### src/rtl/noc_injector.sv
// noc_injector: source-side network interface. Turns one message descriptor
// plus a stream of payload words into a wormhole packet (HEADER, BODY..., TAIL)
// and drives it into a router input port over an enable/ack flit handshake.

package noc_injector_pkg;
  localparam int COORD_W   = 4;
  localparam int ADDR_W    = 2 * COORD_W;
  localparam int PAYLOAD_W = 16;

  typedef enum logic [1:0] {
    FT_NONE   = 2'd0,
    FT_HEADER = 2'd1,
    FT_BODY   = 2'd2,
    FT_TAIL   = 2'd3
  } flit_type_e;

  typedef struct packed {
    logic [COORD_W-1:0] x;
    logic [COORD_W-1:0] y;
  } addr_t;

  typedef struct packed {
    logic [PAYLOAD_W-ADDR_W-1:0] rsvd;
    addr_t                       dst_addr;
  } header_t;

  typedef struct packed {
    flit_type_e           flit_type;
    logic [PAYLOAD_W-1:0] payload;
  } flit_t;

  localparam int FLIT_W = $bits(flit_t);
endpackage

module noc_injector
  import noc_injector_pkg::*;
#(
  parameter int X     = 1,
  parameter int Y     = 1,
  parameter int LEN_W = 8
) (
  input  logic                 clk,
  input  logic                 rst,
  input  logic                 msg_valid,
  output logic                 msg_ready,
  input  logic [ADDR_W-1:0]    msg_dst,
  input  logic [LEN_W-1:0]     msg_len,
  input  logic                 data_valid,
  output logic                 data_ready,
  input  logic [PAYLOAD_W-1:0] data,
  output logic [FLIT_W-1:0]    flit_o,
  output logic                 enable_o,
  input  logic                 ack_i,
  output logic                 busy,
  output logic                 pkt_sent,
  output logic                 err_self
);

  typedef enum logic [1:0] {S_IDLE, S_HEAD, S_SEND, S_LAST} state_e;

  localparam logic [ADDR_W-1:0] SELF_ADDR = {COORD_W'(X), COORD_W'(Y)};
  localparam logic [LEN_W-1:0]  REM_ONE   = LEN_W'(1);

  state_e           state_q, state_d;
  flit_t            flit_q, flit_d;
  logic             enable_q, enable_d;
  logic [LEN_W-1:0] rem_q, rem_d;
  logic             pkt_sent_q, pkt_sent_d;
  logic             err_self_q, err_self_d;

  logic    free;      // output register may take a new flit this cycle
  logic    self_hit;  // descriptor addressed to our own node
  logic    loading;   // SEND rules apply (SEND, or HEAD on the header-transfer cycle)
  logic    rem_zero;
  logic    last_word;
  logic    word_acc;
  header_t hdr;

  assign free      = !enable_q || ack_i;
  assign self_hit  = (msg_dst == SELF_ADDR);
  assign loading   = (state_q == S_SEND) || (state_q == S_HEAD && ack_i);
  assign rem_zero  = (rem_q == '0);
  assign last_word = (rem_q == REM_ONE);

  assign msg_ready  = (state_q == S_IDLE);
  assign data_ready = loading && !rem_zero && free;
  assign word_acc   = data_valid && data_ready;
  assign busy       = (state_q != S_IDLE);

  assign flit_o   = flit_q;
  assign enable_o = enable_q;
  assign pkt_sent = pkt_sent_q;
  assign err_self = err_self_q;

  assign hdr = '{rsvd: '0, dst_addr: addr_t'(msg_dst)};

  // State and datapath registers; synchronous reset abandons any packet in flight.
  // NOTE: sequential state uses non-blocking (<=) so every register samples pre-edge values.
  always_ff @(posedge clk) begin
    if (!rst) begin
      state_q    <= S_IDLE;
      flit_q     <= '0;
      enable_q   <= 1'b0;
      rem_q      <= '0;
      pkt_sent_q <= 1'b0;
      err_self_q <= 1'b0;
    end else begin
      state_q    <= state_d;
      flit_q     <= flit_d;
      enable_q   <= enable_d;
      rem_q      <= rem_d;
      pkt_sent_q <= pkt_sent_d;
      err_self_q <= err_self_d;
    end
  end

  // Next-state: advance on descriptor accept, header/tail transfer, or final word.
  // NOTE: default-assign every always_comb output first so no path infers a latch.
  always_comb begin
    state_d = state_q;
    unique case (state_q)
      S_IDLE: if (msg_valid && !self_hit) state_d = S_HEAD;
      S_HEAD: if (ack_i) state_d = (rem_zero || (word_acc && last_word)) ? S_LAST : S_SEND;
      S_SEND: if (word_acc && last_word) state_d = S_LAST;
      S_LAST: if (ack_i) state_d = S_IDLE;
      default: state_d = S_IDLE;
    endcase
  end

  // Output register loading: header on accept, body/tail per accepted word, bubbles when starved.
  always_comb begin
    flit_d     = flit_q;
    enable_d   = enable_q;
    rem_d      = rem_q;
    pkt_sent_d = 1'b0;
    err_self_d = 1'b0;
    unique case (state_q)
      S_IDLE: begin
        if (msg_valid) begin
          if (self_hit) begin
            err_self_d = 1'b1;
          end else begin
            flit_d.flit_type = FT_HEADER;
            flit_d.payload   = hdr;
            enable_d         = 1'b1;
            rem_d            = msg_len;
          end
        end
      end
      S_HEAD, S_SEND: begin
        if (loading) begin
          if (state_q == S_HEAD && rem_zero) begin
            // Empty message: TAIL follows the header directly, no data consumed.
            flit_d.flit_type = FT_TAIL;
            flit_d.payload   = '0;
            enable_d         = 1'b1;
          end else if (word_acc) begin
            flit_d.flit_type = last_word ? FT_TAIL : FT_BODY;
            flit_d.payload   = data;
            enable_d         = 1'b1;
            rem_d            = rem_q - REM_ONE;
          end else if (free) begin
            enable_d = 1'b0;
          end
        end
      end
      S_LAST: begin
        if (ack_i) begin
          enable_d   = 1'b0;
          pkt_sent_d = 1'b1;
        end
      end
      default: ;
    endcase
  end

  // Handshake invariants: pending flit is frozen, idle emits nothing, data taken only in SEND window.
  a_hold_flit: assert property (@(posedge clk) disable iff (!rst)
    (enable_q && !ack_i) |=> (enable_q && $stable(flit_q)));
  a_idle_quiet: assert property (@(posedge clk) disable iff (!rst)
    (state_q == S_IDLE) |-> !enable_q);
  a_data_window: assert property (@(posedge clk) disable iff (!rst)
    (state_q == S_IDLE || state_q == S_LAST || (state_q == S_HEAD && !ack_i)) |-> !data_ready);

endmodule

### config.mk
export PLATFORM = sky130hd
export DESIGN_NAME = noc_injector
export DESIGN_NICKNAME = d
export VERILOG_FILES = /design/src/rtl/noc_injector.sv
export SDC_FILE = /design/constraint.sdc
export NUM_CORES = 1
export LEC_CHECK = 0
export BUFFER_PORTS_ARGS = -buffer_cell sky130_fd_sc_hd__buf_4
export CAP_MARGIN = 5
export CORE_MARGIN = 1
export CORE_UTILIZATION = 51
export CTS_BUF_LIST = sky130_fd_sc_hd__clkbuf_8
export CTS_CLUSTER_SIZE = 16
export DETAILED_ROUTE_END_ITERATION = 6
export PLACE_DENSITY = 0.9
export SLEW_MARGIN = 25
export SYNTH_ARGS = -nofsm -noshare
export SYNTH_HDL_FRONTEND = slang
export SYNTH_SLANG_ARGS = --single-unit
export TNS_END_PERCENT = 100
### constraint.sdc
create_clock -name clk -period 2.95 [get_ports clk]
set_input_delay 0.1475 -clock clk [delete_from_list [all_inputs] [get_ports clk]]
set_output_delay 0.1475 -clock clk [all_outputs]
set_load 0.01 [all_outputs]
==> results of run 1 <==
power by group through the flow:
stage          clock network [mW]  logic [mW]  registers, mW
5_1_grt                     0.459        1.80          0.655
6_report                    0.430        1.66          0.645
2_1_floorplan                   0        1.16          0.644
4_1_cts                     0.437        1.63          0.640
3_5_place_dp                    0        1.61          0.649
3_3_place_gp                    0        1.58          0.642
metal layers:
layer | track usage [%] | vias to the layer above | wire [um]
met5 | 0 | - | 0
met2 | 42.1 | 107 | 2300
met3 | 5.84 | 14 | 337
met1 | 37.5 | 850 | 2070
met4 | 12.0 | 0 | 97
li1 | - | 870 | -
state kept, by name (all words and copies together) (netlist names):
name	flops
enable_o	1
err_self	1
flit_o	18
pkt_sent	1
rem_q	8
state_q	2
placed cells by master (no fill, tap or decap), types with 2 or more instances in the layout:
| cell | n |
|---|---|
| buf_4 | 63 |
| dfxtp_1 | 31 |
| nand3_1 | 14 |
| nand2_1 | 12 |
| nor3_1 | 10 |
| a22oi_1 | 10 |
| nor2_1 | 9 |
| o211a_1 | 9 |
| a22o_1 | 8 |
| a21oi_1 | 8 |
| ha_1 | 7 |
| inv_1 | 6 |
| clkbuf_8 | 6 |
| o21ai_0 | 5 |
| a211oi_1 | 4 |
| mux2i_1 | 4 |
| and3_1 | 3 |
| o21a_1 | 3 |
| a31oi_1 | 3 |
| nor4b_1 | 2 |
| nor3_2 | 2 |
| a21oi_2 | 2 |
| nor4_1 | 2 |
| nand4_1 | 2 |
| and2_1 | 2 |
| or4_1 | 2 |
| a31o_2 | 2 |
| o22ai_1 | 2 |
| o2111ai_1 | 2 |
through the flow:
stage          hold slack, ps  total power [mW]  cells
2_1_floorplan             280              1.81    192
3_3_place_gp              367              2.22    291
3_5_place_dp              372              2.26    291
4_1_cts                  77.3              2.71    299
5_1_grt                  67.7              2.92    299
6_report                 82.3              2.74    299
worst max-delay path by stage:
stage	end	slack, ps	cells after the start
detailed placement	flit_o[12]	340	7
floorplan	rem_q[5]	730	8
global placement	flit_o[15]	490	7
finish	flit_o[12]	210	7
global route	flit_o[14]	50	7
CTS	flit_o[14]	280	7
cells by family after synthesis:
kind of cell	count (synthesis)	share of synthesized area [%]
AOI/OAI and AO/OA	67	30.2
adders and majority gates	7	5.11
buffers and inverters	15	4.16
DFF	31	36.2
muxes	4	2.33
and+or+nand+nor	68	22.0
worst register-to-register path: stages (launching register included):
cell and delay [ps]:
dfxtp_1 420, inv_1 100, ha_1 600, inv_2 210, a41oi_1 510, o21ai_2 270
a21oi_2 380, a22o_1 190
cell type report:
type | instances | share of cell area, %
Sequential cell | 31 | 26.8
Tap cell | 44 | 2.38
Multi-Input combinational cell | 146 | 44.2
Timing Repair Buffer | 63 | 20.4
Inverter | 7 | 1.13
Clock buffer | 6 | 3.57
Clock inverter | 2 | 1.51
==> impl_metrics.yaml, run 1 <==
status:
  outcome: "finished, final reports clean"
logic_synthesis:
  ys_seq_elements: 31
  synth_common_cells: "31 x dfxtp_1, 14 x nand3_1, 12 x nand2_1"
  synth-edff-count: 0
  ys_seq_area_share_pct: 36.2
  yosysWarnings: 0
  avgSynthCellArea_sq_um: 8.93
  yosys.area.top_type: "dfxtp_1"
  ys_types: 47
  async_flop_share_pct: 0
  synthFlopType: "dfxtp_1"
  syn-num-nets: 236
  synthTopCellsByArea: "dfxtp_1 36%, o211a_1 5.3%, ha_1 5.1%, a22oi_1 4.4%, a22o_1 4.1%"
  syn-instance-count: 192
  syn_area_sq_mm: 0.00172
  synth_top_area_share_pct: 36.2
  synth.most_common_cell: "dfxtp_1"
worst_hold_path:
  hold_start: "data[9]"
  worst_hold_path_type: "input pin to register"
  holdPathEnd: "flit_o[9]"
  hold_path_depth: 2
grt:
  overflow: 0
  grt_pass1_vias: 1561
  grt_first_pass_wirelength_um: 7300
  grt_max_degree: 23
  antenna_found_initial: 0
  track_usage_pct: 27.6
sta:
  setup_tns_ps: 0
  final_hold_viol_count: 0
  min_period_ps: 2740
  fmax_mhz: 364
  worst_pin_slew_ps: 570
  setup_viol: 0
  finalCritPeriodShare_pct: 93.0
  maxSlewViolCount: 0
  fin_ws_ps: 205
  slew_headroom_pct: 61.5
  skew_ps: 3.52
  grt_setup_unrepaired: "no"
clocking:
  cts_buffers: 5
  hold_buffers: 0
  path_clk_slew_ps: 70
  cts_resized: 0
  clk_latency_ps: 280
  clkSinkCount: 31
  cts_tree: "done"
  htreeDepth: 2
  clockBufferDepth: 2
  root_buffer: "clkbuf_8"
  cts_setup_buffers: 0
finish:
  finalCoreUtilization_pct: 74.0
  area_growth_pct: 35.0
  regArea_sq_um: 621
  multi_input_area_sq_mm: 0.00102
  design_area_sq_mm: 0.00232
  antenna-diode-count: 0
  drive_above_1_share_pct: 32.9
  fillers: 242
  fin_nets: 298
power_and_ir_drop:
  p_clk_share_pct: 15.7
  seq_power_share_pct: 23.6
  vdd_ir_drop_max_mv: 0.750
  switching_share_pct: 46.1
  p_leak_nw: 1.09
  switchingPower_mw: 1.26
  p_int_mw: 1.47
  power_density_mw_per_mm2: 1180
  p_comb_share_pct: 60.7
die:
  io_pins: 61
  design.core.area_sq_mm: 0.00313
  initial_core_util_pct: 54.8
  dieWidth_um: 60.0
  fp.dieH_um: 60.0
  die-area_sq_mm: 0.00360
  rows: 20
drt:
  dr.pass1.iters: 6
  drtIter0Drc: 145
  antenna_left: 0
  vias_per_cell: 6.16
  post_drt_wl_per_cell_um: 16.1
  vias: 1841
  drc: 0
  drt_wl_total_um: 4810
critical_path:
  path_cells: "inv_1, ha_1, inv_2, a41oi_1, o21ai_2, a21oi_2, a22o_1"
  cp_slowest_cell: "ha_1"
  regToRegEndpoint: "flit_o[12]"
  reg2reg_depth: 7
  r2r-start: "state_q[0]"
  max_stage_delay_ps: 600
  cp.buffers_inverters: 2
  critPathKind: "register to register"
  crit_required_ps: 3170
  crit_path_max_fanout: 15
  arrival_ps: 2970
  start_kind: "register"
  r2r_setup_slack_ps: 210
  crit_path_end_kind: "register"
  crit_start: "state_q[0]"
  cp_top_family: "compound AO/OA/AOI/OAI gates"
placement:
  gp_congestion: 0.944
  detailed_place.area_sq_mm: 0.00220
  pre_cts_slack_ps: 341
  port_buffers: 60
  detailed_place_hpwl_um: 3420
job:
  maxCapViolCount: 0
No activity file was read; power rests on OpenSTA's default activity.
==> run 2: changes to the inputs <==
- ABC_AREA: default -> 1
- CORE_UTILIZATION: 51 -> 52
==> impl_metrics.yaml, run 2 <==
sta:
  final_hold_viol_count: 0
  setup_tns_ps: 0
  min_period_ps: 2030
  maxSlewViolCount: 0
  worst_pin_slew_ps: 629
  fin_ws_ps: 918
  finalCritPeriodShare_pct: 68.9
  skew_ps: 5.32
  setup_viol: 0
  fmax_mhz: 492
  grt_setup_unrepaired: "no"
  slew_headroom_pct: 57.8
logic_synthesis:
  syn-instance-count: 250
  ys_seq_elements: 31
  ys_types: 32
  syn-num-nets: 294
  synth_top_family_by_area: "simple AND/OR/NAND/NOR gates"
  synth-edff-count: 0
  yosys.area_share.simple_pct: 33.1
  synth_top_area_share_pct: 33.6
  avgSynthCellArea_sq_um: 7.39
  synthAdderAreaFrac_pct: 4.74
  yosys.area.top_type: "dfxtp_1"
  syn_area_sq_mm: 0.00185
  synth_common_cells: "64 x nand2_1, 31 x dfxtp_1, 21 x inv_1"
  synth_compound_area_share_pct: 18.5
  async_flop_share_pct: 0
  synthXorXnorAreaFrac_pct: 0.948
  ys_seq_area_share_pct: 33.6
  synth_mux_area_share_pct: 0
  synth.most_common_cell: "nand2_1"
  synthFlopType: "dfxtp_1"
  synthTopCellsByArea: "dfxtp_1 34%, nand2_1 13%, a21oi_2 4.7%, ha_1 4.7%, a21oi_1 4.6%"
  yosysWarnings: 0
placement:
  place_inst: 350
  pre_cts_slack_ps: 936
  port_buffers: 60
  gp_congestion: 0.927
  detailed_place_hpwl_um: 3280
finish:
  finalCoreUtilization_pct: 70.9
  stdcell_count: 358
  final_common_cell: "nand2_1"
  final_cell_mix: "64 x nand2_1, 61 x buf_4, 31 x dfxtp_1, 23 x inv_1, 20 x nor2_1"
  regArea_sq_um: 621
  drive_above_1_share_pct: 33.0
  fin_nets: 355
  area_growth_pct: 29.1
  multi_input_area_sq_mm: 0.00106
  fillers: 287
  antenna-diode-count: 0
  largest_reg_flops: 18
drt:
  vias: 1828
  vias_per_cell: 5.11
  drtIter0Drc: 117
  post_drt_wl_per_cell_um: 12.4
  drt_wl_total_um: 4440
  dr.pass1.iters: 4
  drc: 0
  antenna_left: 0
critical_path:
  r2r-start: "state_q[0]"
  crit_required_ps: 3150
  crit_path_max_fanout: 19
  start_kind: "register"
  max_stage_delay_ps: 390
  arrival_ps: 2230
  crit_path_end_kind: "register"
  critPathMostFrequentCell: "nand3_1"
  path_cells: "inv_1, ha_1, buf_4, nand3_1, o21ai_1, nor2_4, nand2_8, inv_6, nand3_1, a21oi_1"
  critPathKind: "register to register"
  crit_start: "state_q[0]"
  cp_slowest_cell: "dfxtp_1"
grt:
  antenna_found_initial: 0
  overflow: 0
  grt_max_degree: 20
  grt_pass1_vias: 1514
  track_usage_pct: 23.2
  grt_first_pass_wirelength_um: 6500
die:
  io_pins: 61
  rows: 21
  design.core.area_sq_mm: 0.00336
  dieWidth_um: 61.6
  fp.dieH_um: 61.6
  die-area_sq_mm: 0.00380
  initial_core_util_pct: 54.9
clocking:
  cts_tree: "done"
  clk_latency_ps: 280
  hold_buffers: 0
  htreeDepth: 2
  cts_resized: 0
  root_buffer: "clkbuf_8"
  cts_buffers: 5
  path_clk_slew_ps: 70
  clockBufferDepth: 2
  clkSinkCount: 31
  cts_setup_buffers: 0
power_and_ir_drop:
  power_density_mw_per_mm2: 1030
  vdd_ir_drop_max_mv: 0.709
  p_leak_nw: 1.13
worst_hold_path:
  worst_hold_path_type: "input pin to register"
  hold_start: "msg_valid"
status:
  outcome: "finished, final reports clean"
job:
  maxCapViolCount: 0
## run 2: cell count changes in the layout (fill, tap and decap cells not counted), moves of 6 or more
cell and change:
nand2_1 +52, inv_1 +17, o21ai_0 +12, nor2_1 +11, a22oi_1 -10, a21oi_1 +9, o211a_1 -9, a21oi_2 +8
nor3_1 -7, nand3_2 +6
## run 2: final timing paths
| check | endpoint | slack (ps) | depth (start not counted) |
|---|---|---|---|
| hold reg to reg | flit_o[12] | 470 | 2 |
| setup reg to reg | flit_o[13] | 920 | 10 |
| setup / recovery | flit_o[13] | 920 | 10 |
| hold / removal | err_self | 100 | 3 |
## run 2: report_power, final
part           leakage (nW)  switching (mW)  internal, mW
logic                 0.823           0.956         0.562
clock network        0.0505           0.155         0.158
registers             0.254          0.0796         0.537
total                  1.13            1.19          1.26
## run 2: final cells by class
class	instances	area share [%]
flip-flops and latches	31	26.0
well taps	46	2.41
inverters	28	4.61
clock inverters	3	0.524
clock buffers	5	2.88
repair buffers	61	19.2
multi-input cells	184	44.4
## run 2: logic make-up after synthesis
family | count (synthesis)
xor+xnor | 2
buf+inv | 35
fa+ha+maj | 7
simple gates | 119
flops | 31
compound gates | 56
## run 2: critical path, delay by kind of cell (launching register included)
family                   cells  cell delay, ps
AND/OR/NAND/NOR              4             550
flip-flops                   1             390
adder cells (fa/ha/maj)      1             320
AO/OA/AOI/OAI                2             230
buffers and inverters        3             450
## run 2: through the flow
step	hold WS, ps	cell area [sq um]	power [mW]
after floorplan	267	1850	1.83
after global placement	388	2300	2.09
after detailed placement	396	2300	2.13
after CTS	97.9	2390	2.45
after global routing	112	2390	2.65
final	104	2390	2.45
## run 2: routing by layer
metal  routed length, um  global-route usage, %  up-vias
met5                   0                      0        -
met4                  61                   7.30        0
met3                 280                   6.30       10
met2                2190                   39.9       67
met1                1900                   28.1      818
li1                    -                      -      933
==> run 3: changes to the inputs <==
- CORE_UTILIZATION: 52 -> 47
- PLACE_DENSITY: 0.9 -> 0.86
- clock period: 2.95 -> 1.75 ns (I/O delays scaled with it)
==> impl_metrics.yaml, run 3 (synthesized netlist as in run 2, its figures left out) <==
clocking:
  clk_latency_ps: 290
  path_clk_slew_ps: 60
  htreeDepth: 2
  root_buffer: "clkbuf_8"
  cts_buffers: 5
  hold_buffers: 0
  cts_tree: "done"
  clockBufferDepth: 2
  clkSinkCount: 31
drt:
  antenna_left: 0
  vias_per_cell: 5.15
  drtIter0Drc: 144
  drc: 0
  dr.pass1.iters: 4
  vias: 1921
  drt_wl_total_um: 4880
  post_drt_wl_per_cell_um: 13.1
critical_path:
  arrival_ps: 1870
  crit_path_end_kind: "register"
  critPathKind: "register to register"
  path_cells: "inv_2, ha_4, inv_2, nor2_1, inv_1, nand2_2, nor2_4, nand2_8, buf_12, nor2_1, nor2_1"
  start_kind: "register"
  cp_slowest_cell: "dfxtp_4"
  max_stage_delay_ps: 360
  crit_start: "state_q[0]"
  crit_path_max_fanout: 16
  cp-endpoint: "flit_o[6]"
  crit_required_ps: 1930
  r2r-start: "state_q[0]"
  r2r_setup_slack_ps: 60
  critPathMostFrequentCell: "nor2_1"
  reg2reg_depth: 11
  regToRegEndpoint: "flit_o[6]"
placement:
  port_buffers: 60
  place_inst: 362
  detailed_place_hpwl_um: 3290
  gp_congestion: 0.887
sta:
  setup_tns_ps: 0
  min_period_ps: 1690
  fmax_mhz: 591
  worst_pin_slew_ps: 330
  maxSlewViolCount: 0
  setup_viol: 0
  slew_headroom_pct: 77.9
  finalCritPeriodShare_pct: 96.7
  skew_ps: 2.74
  final_hold_viol_count: 0
grt:
  grt_max_degree: 18
  track_usage_pct: 23.5
  antenna_found_initial: 0
  grt_pass1_vias: 1714
  overflow: 0
  grt_first_pass_wirelength_um: 7490
die:
  die-area_sq_mm: 0.00419
  fp.dieH_um: 64.7
  dieWidth_um: 64.7
  design.core.area_sq_mm: 0.00372
  io_pins: 61
  initial_core_util_pct: 49.7
  rows: 22
power_and_ir_drop:
  seq_power_share_pct: 22.3
  switching_share_pct: 47.8
  power_mw: 4.68
  vdd_ir_drop_max_mv: 0.742
  power_density_mw_per_mm2: 1810
  p_leak_nw: 1.20
  p_clk_share_pct: 11.5
  p_int_mw: 2.44
  switchingPower_mw: 2.24
  p_comb_share_pct: 66.3
finish:
  largest_reg_flops: 18
  drive_above_1_share_pct: 40.3
  fin_nets: 368
  final_cell_mix: "71 x buf_4, 62 x nand2_1, 28 x dfxtp_1, 20 x nor2_1, 19 x inv_1"
  area_growth_pct: 39.9
  finalCoreUtilization_pct: 69.6
  stdcell_count: 373
  antenna-diode-count: 0
  final_common_cell: "buf_4"
status:
  outcome: "finished, final reports clean"
job:
  maxCapViolCount: 0
worst_hold_path:
  worst_hold_path_type: "input pin to register"
-- run 3: final cells by class --
type,count,area (sq um)
Fill cell,308,1130
Multi-Input combinational cell,185,1130
Sequential cell,31,627
Timing Repair Buffer,73,573
Inverter,28,115
Clock buffer,5,68.8
Tap cell,48,60.1
Clock inverter,3,12.5
-- run 3: repair_timing --
action                                  4_1_cts  5_1_grt
gates cloned                                  0        1
pin swaps                                     1        3
buffers inserted                              0        2
endpoints found under the hold margin         0        0
endpoints found under the setup margin       10       27
gates resized for setup                       2       20
-- run 3: metrics by stage --
| stage | hold WS, ps | setup slack, ps | area [sq um] |
|---|---|---|---|
| detailed placement | 345 | -69.8 | 2410 |
| global placement | 344 | -2.78 | 2410 |
| finish | 51.1 | 57.0 | 2580 |
| CTS | 42.1 | 20.6 | 2510 |
| floorplan | 207 | 11.5 | 1850 |
| global route | 45.2 | -34.8 | 2580 |
-- run 3: worst min path at each step --
stage                         start          to  slack (ps)  cells past startpoint
after global placement    msg_valid    err_self         340                      3
after detailed placement  msg_valid    err_self         350                      3
after floorplan           msg_valid    err_self         210                      2
after CTS                 msg_valid    err_self          40                      3
after global routing       data[14]  flit_o[14]          50                      3
final                     msg_valid    err_self          50                      3
-- run 3: worst max-delay path: cells and delay by family, from the launching register on --
kind / cells / cell delay, ps
AND/OR/NAND/NOR: 6 / 680
adder cells (fa/ha/maj): 1 / 160
buffers and inverters: 4 / 370
flip-flops: 1 / 360
-- run 3: layer usage --
layer | GRT usage, % | wire length (um) | vias to the layer above
met4 | 8.89 | 91 | 0
met1 | 29.0 | 2120 | 882
met5 | 0 | 0 | -
li1 | - | - | 961
met2 | 38.3 | 2410 | 70
met3 | 7.04 | 259 | 8
-- run 3: power groups by stage --
stage	sequential, mW	combinational, mW	clock (mW)
after floorplan	1.08	2.00	0
after global placement	1.03	2.80	0
after detailed placement	1.04	2.84	0
after CTS	1.03	2.91	0.536
after global routing	1.07	3.40	0.571
final	1.04	3.10	0.537
